[config.mk]
export PLATFORM = sky130hd
export DESIGN_NAME = brush_stamper
export DESIGN_NICKNAME = d
export VERILOG_FILES = /design/src/rtl/brush_stamper.sv
export SDC_FILE = /design/constraint.sdc
export NUM_CORES = 1
export LEC_CHECK = 0
export ABC_CLOCK_PERIOD_IN_PS = 2650
export CORE_AREA = 3 3 102 104
export CTS_CLUSTER_DIAMETER = 40
export DETAILED_ROUTE_END_ITERATION = 7
export DIE_AREA = 0 0 105 107
export DONT_BUFFER_PORTS = 1
export SYNTH_ARGS = -nofsm -noshare
export SYNTH_HDL_FRONTEND = slang
export SYNTH_SLANG_ARGS = --single-unit
[constraint.sdc]
create_clock -name clk -period 2.65 [get_ports clk]
set_input_delay 0.53 -clock clk [delete_from_list [all_inputs] [get_ports clk]]
set_output_delay 0.53 -clock clk [all_outputs]
set_load 0.01 [all_outputs]
[src/rtl/brush_stamper.sv]
// rtl/brush_stamper.sv - square-brush write burst generator feeding pixelStore
//
// Purpose: turns one "paint at cursor" command into a row-major burst of
// single-pixel writes covering a (2r+1)x(2r+1) square clipped to the canvas.
//
// Ports:
//   clk, reset          system clock, synchronous active-high reset
//   start               command strobe, honoured only when fully idle
//   cx, cy              brush centre
//   radius              brush half-width (saturated to MAX_RADIUS)
//   color               colour code to paint
//   busy                high while a command is in flight (through the done cycle)
//   done                one-cycle pulse closing every accepted command
//   brush, wx, wy       pixelStore write enable and coordinates
//   newColor            pixelStore write colour
module brush_stamper #(
  parameter int WIDTH      = 160,
  parameter int HEIGHT     = 120,
  parameter int MAX_RADIUS = 7
) (
  input  logic       clk,
  input  logic       reset,
  input  logic       start,
  input  logic [7:0] cx,
  input  logic [7:0] cy,
  input  logic [2:0] radius,
  input  logic [2:0] color,
  output logic       busy,
  output logic       done,
  output logic       brush,
  output logic [7:0] wx,
  output logic [7:0] wy,
  output logic [2:0] newColor
);

  typedef enum logic [1:0] {IDLE, SETUP, WRITE, DONE} state_t;

  localparam logic [8:0] W_LAST = 9'(WIDTH - 1);
  localparam logic [8:0] H_LAST = 9'(HEIGHT - 1);
  localparam logic [8:0] W_LIM  = 9'(WIDTH);
  localparam logic [8:0] H_LIM  = 9'(HEIGHT);
  localparam logic [2:0] R_MAX  = 3'(MAX_RADIUS);

  state_t     state_q, state_d;
  logic [7:0] cx_q, cx_d, cy_q, cy_d;
  logic [2:0] r_q, r_d, col_q, col_d;
  logic [7:0] xmin_q, xmin_d, xmax_q, xmax_d, ymax_q, ymax_d;
  logic [7:0] x_q, x_d, y_q, y_d;
  logic       busy_q, busy_d, done_q, done_d, brush_q, brush_d;
  logic [7:0] wx_q, wx_d, wy_q, wy_d;
  logic [2:0] ncol_q, ncol_d;

  // Bounds are evaluated in 9 bits: cx-r can go negative (bit 8 set) and
  // cx+r can exceed 255, both of which must clip rather than wrap.
  logic [8:0] xlo, xhi, ylo, yhi;
  logic [7:0] xmin_c, xmax_c, ymin_c, ymax_c;
  logic       off_canvas;

  always_comb begin
    xlo = {1'b0, cx_q} - {6'b0, r_q};
    xhi = {1'b0, cx_q} + {6'b0, r_q};
    ylo = {1'b0, cy_q} - {6'b0, r_q};
    yhi = {1'b0, cy_q} + {6'b0, r_q};
    xmin_c = xlo[8] ? 8'd0 : xlo[7:0];
    ymin_c = ylo[8] ? 8'd0 : ylo[7:0];
    xmax_c = (xhi > W_LAST) ? W_LAST[7:0] : xhi[7:0];
    ymax_c = (yhi > H_LAST) ? H_LAST[7:0] : yhi[7:0];
    off_canvas = ({1'b0, cx_q} >= W_LIM) || ({1'b0, cy_q} >= H_LIM);
  end

  always_comb begin
    state_d = state_q;
    cx_d    = cx_q;
    cy_d    = cy_q;
    r_d     = r_q;
    col_d   = col_q;
    xmin_d  = xmin_q;
    xmax_d  = xmax_q;
    ymax_d  = ymax_q;
    x_d     = x_q;
    y_d     = y_q;

    case (state_q)
      IDLE: begin
        // busy_q is still high during the cycle after DONE, which is when the
        // done pulse is visible; gating on it drops starts seen then.
        if (start && !busy_q) begin
          cx_d    = cx;
          cy_d    = cy;
          col_d   = color;
          r_d     = (radius > R_MAX) ? R_MAX : radius;
          state_d = SETUP;
        end
      end
      SETUP: begin
        xmin_d = xmin_c;
        xmax_d = xmax_c;
        ymax_d = ymax_c;
        x_d    = xmin_c;
        y_d    = ymin_c;
        state_d = off_canvas ? DONE : WRITE;
      end
      WRITE: begin
        if (x_q == xmax_q) begin
          x_d = xmin_q;
          if (y_q == ymax_q) begin
            state_d = DONE;
          end else begin
            y_d = y_q + 8'd1;
          end
        end else begin
          x_d = x_q + 8'd1;
        end
      end
      DONE:    state_d = IDLE;
      default: state_d = IDLE;
    endcase

    // Outputs are a registered image of the current state, so each pixel
    // appears one cycle after the FSM visits it.
    busy_d  = (state_q != IDLE);
    done_d  = (state_q == DONE);
    brush_d = (state_q == WRITE);
    wx_d    = (state_q == WRITE) ? x_q   : wx_q;
    wy_d    = (state_q == WRITE) ? y_q   : wy_q;
    ncol_d  = (state_q == WRITE) ? col_q : ncol_q;
  end

  always_ff @(posedge clk) begin
    if (reset) begin
      state_q <= IDLE;
      cx_q    <= '0;
      cy_q    <= '0;
      r_q     <= '0;
      col_q   <= '0;
      xmin_q  <= '0;
      xmax_q  <= '0;
      ymax_q  <= '0;
      x_q     <= '0;
      y_q     <= '0;
      busy_q  <= 1'b0;
      done_q  <= 1'b0;
      brush_q <= 1'b0;
      wx_q    <= '0;
      wy_q    <= '0;
      ncol_q  <= '0;
    end else begin
      state_q <= state_d;
      cx_q    <= cx_d;
      cy_q    <= cy_d;
      r_q     <= r_d;
      col_q   <= col_d;
      xmin_q  <= xmin_d;
      xmax_q  <= xmax_d;
      ymax_q  <= ymax_d;
      x_q     <= x_d;
      y_q     <= y_d;
      busy_q  <= busy_d;
      done_q  <= done_d;
      brush_q <= brush_d;
      wx_q    <= wx_d;
      wy_q    <= wy_d;
      ncol_q  <= ncol_d;
    end
  end

  assign busy     = busy_q;
  assign done     = done_q;
  assign brush    = brush_q;
  assign wx       = wx_q;
  assign wy       = wy_q;
  assign newColor = ncol_q;

endmodule
---- Word-level counts from Yosys, hierarchy flattened ----
Cells that the tools add are included.
word-level totals
  register bits ........................... 86
  bits of input ports ..................... 25
  output and inout port bits .............. 22
operators by class
  $add $sub $neg .......................... 6
  $lt $le $gt $ge ......................... 5
  equal/unequal tests ..................... 9
  muxes and demuxes ....................... 15
  reduce and logical (&&, ||, !) cells .... 9
operator list
  cell                   number
  $mux W8                7
  $pmux W8 S2            2
  $add A8 B3 Y9          2
  $sub A8 B3 Y9          2
  $add A8 B1 Y8 const B  2
  $eq A8 B8 Y1           2
  $gt A9 B7 Y1 const B   1
  $gt A9 B8 Y1 const B   1
  $ge A8 B7 Y1 const B   1
  $ge A8 B8 Y1 const B   1
  $pmux W2 S4            1
  $mux W2                3
  $reduce_and A3 Y1      2
  $eq A2 B2 Y1 const B   2
  $ne A2 B1 Y1 const B   2
  $ne A2 B2 Y1 const B   2
  $reduce_bool A2 Y1     2
  $gt A3 B3 Y1 const B   1
  $mux W3                1
  $eq A2 B1 Y1 const B   1
  $logic_not A2 Y1       1
  $reduce_and A2 Y1      1
  $logic_and A1 B1 Y1    1
  $logic_not A1 Y1       1
  other kinds (2)        2

---- Logic depth before layout (Yosys ltp) ----
  depth in word-level cells ............... 4
  depth in mapped cells ................... 9
  gate-level depth less buffers ........... 9

---- Worst setup path before layout ----
Ideal clock, no wire load.
  kind .................................... flip-flop to flip-flop
  from .................................... register r_q[1]
  to ...................................... register x_q[5]
  library setup time ...................... 0.132 ns
  arrival time ............................ 2.251 ns
  data required time ...................... 2.518 ns
  slack ................................... 0.267 ns
  cell stages (with the launch flop) ...... 8
  cells stage by stage .................... dfxtp_1 -> inv_1 -> fa_1 -> a211o_1 -> or4_1 -> and4_1 -> o31ai_1 -> o32ai_1
between the ends
  word-level cells in the longest chain between the ends .. 3
ends and longest elaborated chain
  what                      RTL line  RTL
  start: declaration        46        logic [2:0] r_q, r_d, col_q, col_d;
  start signal: assignment  151       r_q <= r_d;
  $sub A8 B3 Y9             60        xlo = {1'b0, cx_q} - {6'b0, r_q};
  $mux W8                   64        xmin_c = xlo[8] ? 8'd0 : xlo[7:0];
  $pmux W8 S2               83        case (state_q)
  end signal: assignment    139       x_q <= '0;
  end signal: assignment    156       x_q <= x_d;
  end: declaration          48        logic [7:0] x_q, x_d, y_q, y_d;
Every way passes these cells.
A chain may end at the register's enable or synchronous reset.

---- Final worst setup path ----
  from .................................... register cx_q[0]
  to ...................................... register x_q[5]
between the ends
  word-level cells in the longest chain between the ends .. 3
ends and longest elaborated chain
  what                      RTL line  RTL
  start: declaration        45        logic [7:0] cx_q, cx_d, cy_q, cy_d;
  start signal: assignment  132       cx_q <= '0;
  start signal: assignment  149       cx_q <= cx_d;
  $sub A8 B3 Y9             60
  $mux W8                   64
  $pmux W8 S2               83
Every way passes these cells.

==> key figures <==
Run status
  • Result of the run: finished clean

Yosys
  • Most frequent cell after synthesis: sky130_fd_sc_hd__dfxtp_1
  • Biggest area consumer among synthesized cells: sky130_fd_sc_hd__dfxtp_1
  • Number of synthesized flops with an enable pin: 0
  • Post-Synthesis Cell Area: 4730 sq um
  • Most used flip-flop cell after synthesis: sky130_fd_sc_hd__dfxtp_1
  • Most numerous cell types in the synthesized netlist: 86 x sky130_fd_sc_hd__dfxtp_1, 60 x sky130_fd_sc_hd__nand2_1, 53 x sky130_fd_sc_hd__nor2_1
  • Top post-synthesis cells by area: sky130_fd_sc_hd__dfxtp_1 36%, sky130_fd_sc_hd__ha_1 4.8%, sky130_fd_sc_hd__nand2_1 4.8%
  • Post-synthesis register bit count: 86
  • Post-synth net total: 611
  • Sequential element share of the synthesized area: 36.4%
  • Post-Synthesis Cells: 564
  • Post-synthesis average cell area: between 8 and 9 sq um
  • Synth top area share: 36.4%
  • Share of flip-flops with an asynchronous set or reset: 0%
  • Count of cell types in the netlist: 64
  • Count of yosys warnings during synthesis: 0

Global routing
  • Wire length of the first global-routing pass: approximately 19 mm
  • Aggregate global-route resource usage: 20.1%
  • Via count of the first global-routing pass: between 3000 and 4000
  • Maximum number of pins on one net before global-route repair: 82
  • Initial antenna violation count: 0
  • Total global routing overflow: 0

STA
  • Max-Slew Margin vs Limit: 49.3%
  • Final critical-path setup slack: 191 ps
  • Fin. Hold Viols: 0
  • Setup violation total in the final timing report: 0
  • Final period util: just over 90%
  • Pin slew with the least headroom to its limit: between 700 and 800 ps
  • Final Critical Period: between 2000 and 2500 ps
  • Unrepaired setup endpoints after global routing: no
  • Final hold slack: 238 ps
  • Largest clock skew in the final design: roughly 9.7 ps
  • Fmax achieved: around 400 MHz
  • Setup TNS: 0 ps
  • Count of pins over their slew limit: 0

Clock network
  • CTS sink count: 86
  • Buffers inserted during post-CTS setup optimization: 0
  • CTS-repair resized insts: 0
  • Clock root buffer: sky130_fd_sc_hd__clkbuf_8
  • Maximum buffer depth of the clock tree: 2
  • H-tree depth reported by CTS: 3
  • Clk pin slew, worst setup/hold paths: 100 ps
  • Number of buffers inserted for hold repair after clock tree synthesis: 0
  • Source-to-sink clock delay at the later pin of the worst-skew pair: 350 ps
  • TritonCTS clock tree: built
  • Number of clock buffers inserted by TritonCTS: 9

Drt
  • Initial DRT Pass Iterations: 4
  • Routed wire length: 11.1 mm
  • Max Used Layer: met4
  • Number of antenna-violating nets in the routed design: 0
  • First DRT Iteration DRCs: approximately 140
  • Post-route DRC: 0
  • Average wire length per cell after detail routing: 16.2 microns
  • Detailed-route via count: 3872
  • Routed wl met3: 468 microns
  • Routed wl met2: 4.73 mm
  • Wire length on met1: about 5.7 mm
  • DR vias/cell: 5.68

Place
  • Standard cell area after detailed placement: 4820 sq um
  • Gp weighted congestion: about 0.87
  • Final HPWL DP: 7.87 mm
  • Port Buf Inserts: 0
  • Post-placement setup slack: 191 ps
  • Number of placed cells counting well taps: 666

Job
  • Max Cap Violations: 0

Power and ir drop
  • Reported leakage power: ~1.9 nW
  • IR Drop Worst-Case VDD: just under 0.0005 V
  • Power per Cell Area: 1090 nW/um^2
  • Total power: 5.47 mW

Floorplan
  • Std-Cell Rows: 36
  • Starting Density: 49.1%
  • Area of the die: 11200 sq um
  • DIE WIDTH: about 110 microns
  • Count of boundary I/O pins: 47
  • Die Span Y: around 110 microns
  • Area of the placeable core: 9640 sq um

Final layout
  • Core occupancy in the finished layout: 52.2%
  • Ant diodes: 0
  • Share of layout cells above drive strength 1: under 10%
  • Final design instance area without fill: 5030 sq um
  • Non-Filler Instances: 682
  • Growth of design area from synthesis to finish: 6.18%
  • Final net count: between 500 and 600

Min path
  • Hold path start: reset
  • Worst min-delay path class: input pin to register

Worst setup path
  • Worst setup startpoint: cx_q[0]
  • CP Launch Type: register
  • Worst setup path category: register to register
  • Max FO, Critical Path: 4
  • Largest stage delay on the critical path: 440 ps
  • WP data required: 2870 ps
  • Kind of capture point of the worst setup path: register
  • Sequence of cells on the critical path: inv_1 > ha_1 > inv_1 > fa_1 > a211o_1 > or4_1 > and4_1 > o31ai_1 > o32ai_1
  • CP max-delay cell: sky130_fd_sc_hd__fa_1
  • Bufs and invs on worst path: 2
  • Startpoint of the worst-slack reg-to-reg timing path: cx_q[0]
  • Cell family contributing the most delay on the critical path: compound AO/OA/AOI/OAI gates
  • Critical Path AT: between 2000 and 3000 ps
  • Most numerous cell on the critical path: sky130_fd_sc_hd__inv_1
## final cells by class
cell class / instances / area, sq um
fill: 1004 / 4610
multi-input combinational: 409 / 2740
sequential: 86 / 1720
tap: 133 / 166
clock buffer: 10 / 138
inverter: 27 / 101
timing repair buffer: 11 / 95.1
clock inverter: 6 / 70.1
## routing by layer
layer,vias to the layer above,track usage [%]
met1,1804,28.8
met4,0,5.72
met2,95,31.3
met5,-,0
met3,12,3.31
li1,1961,-
## path summary, 6_finish.rpt
path | depth (start not counted) | slack (ps) | to
worst min register to register | 2 | 460 | col_q[2]
worst max register to register | 9 | 190 | x_q[5]
worst max-delay path | 9 | 190 | x_q[5]
worst min-delay path | 1 | 240 | wy[7]
## state kept, by name, summed over array words and instances (netlist names), 3 cells and up
register and count:
ymax_q 8, col_q 3, y_q 8, xmin_q 8, wy 8, newColor 3
wx 8, cy_q 8, r_q 3, cx_q 8, xmax_q 8, x_q 8
## kinds of logic after synthesis
kind of cell | after synthesis | share of synthesized area (%)
fa+ha+maj | 22 | 6.45
flops | 86 | 36.4
compound gates | 139 | 20.0
buf+inv | 69 | 5.87
xor+xnor | 35 | 6.47
simple gates | 187 | 19.2
mux | 26 | 5.60
## layout by cell type, fill, tap and decap left out, drive strengths merged, types with 4 or more instances in the layout
cell type and count:
or4 4, nor2 53, mux2i 22, o21ai 25, nor2b 10, a311oi 11
nor3 8, xnor2 15, and3 5, a41oi 4, dfxtp 86, inv 28
fa 4, and4 5, a211oi 8, nand2 60, a21oi 42, clkbuf 10
mux2 4, nor4 4, o211ai 7, nand2b 4, buf 11, or3 5
nand3 15, ha 18, a31oi 4, xor2 20
## power by group
group	total, mW	switching (mW)	internal [mW]
registers	1.95	0.361	1.59
clock network	0.968	0.502	0.467
logic	2.56	1.52	1.04
total	5.47	2.38	3.09
(Power assumes the default switching activity.)
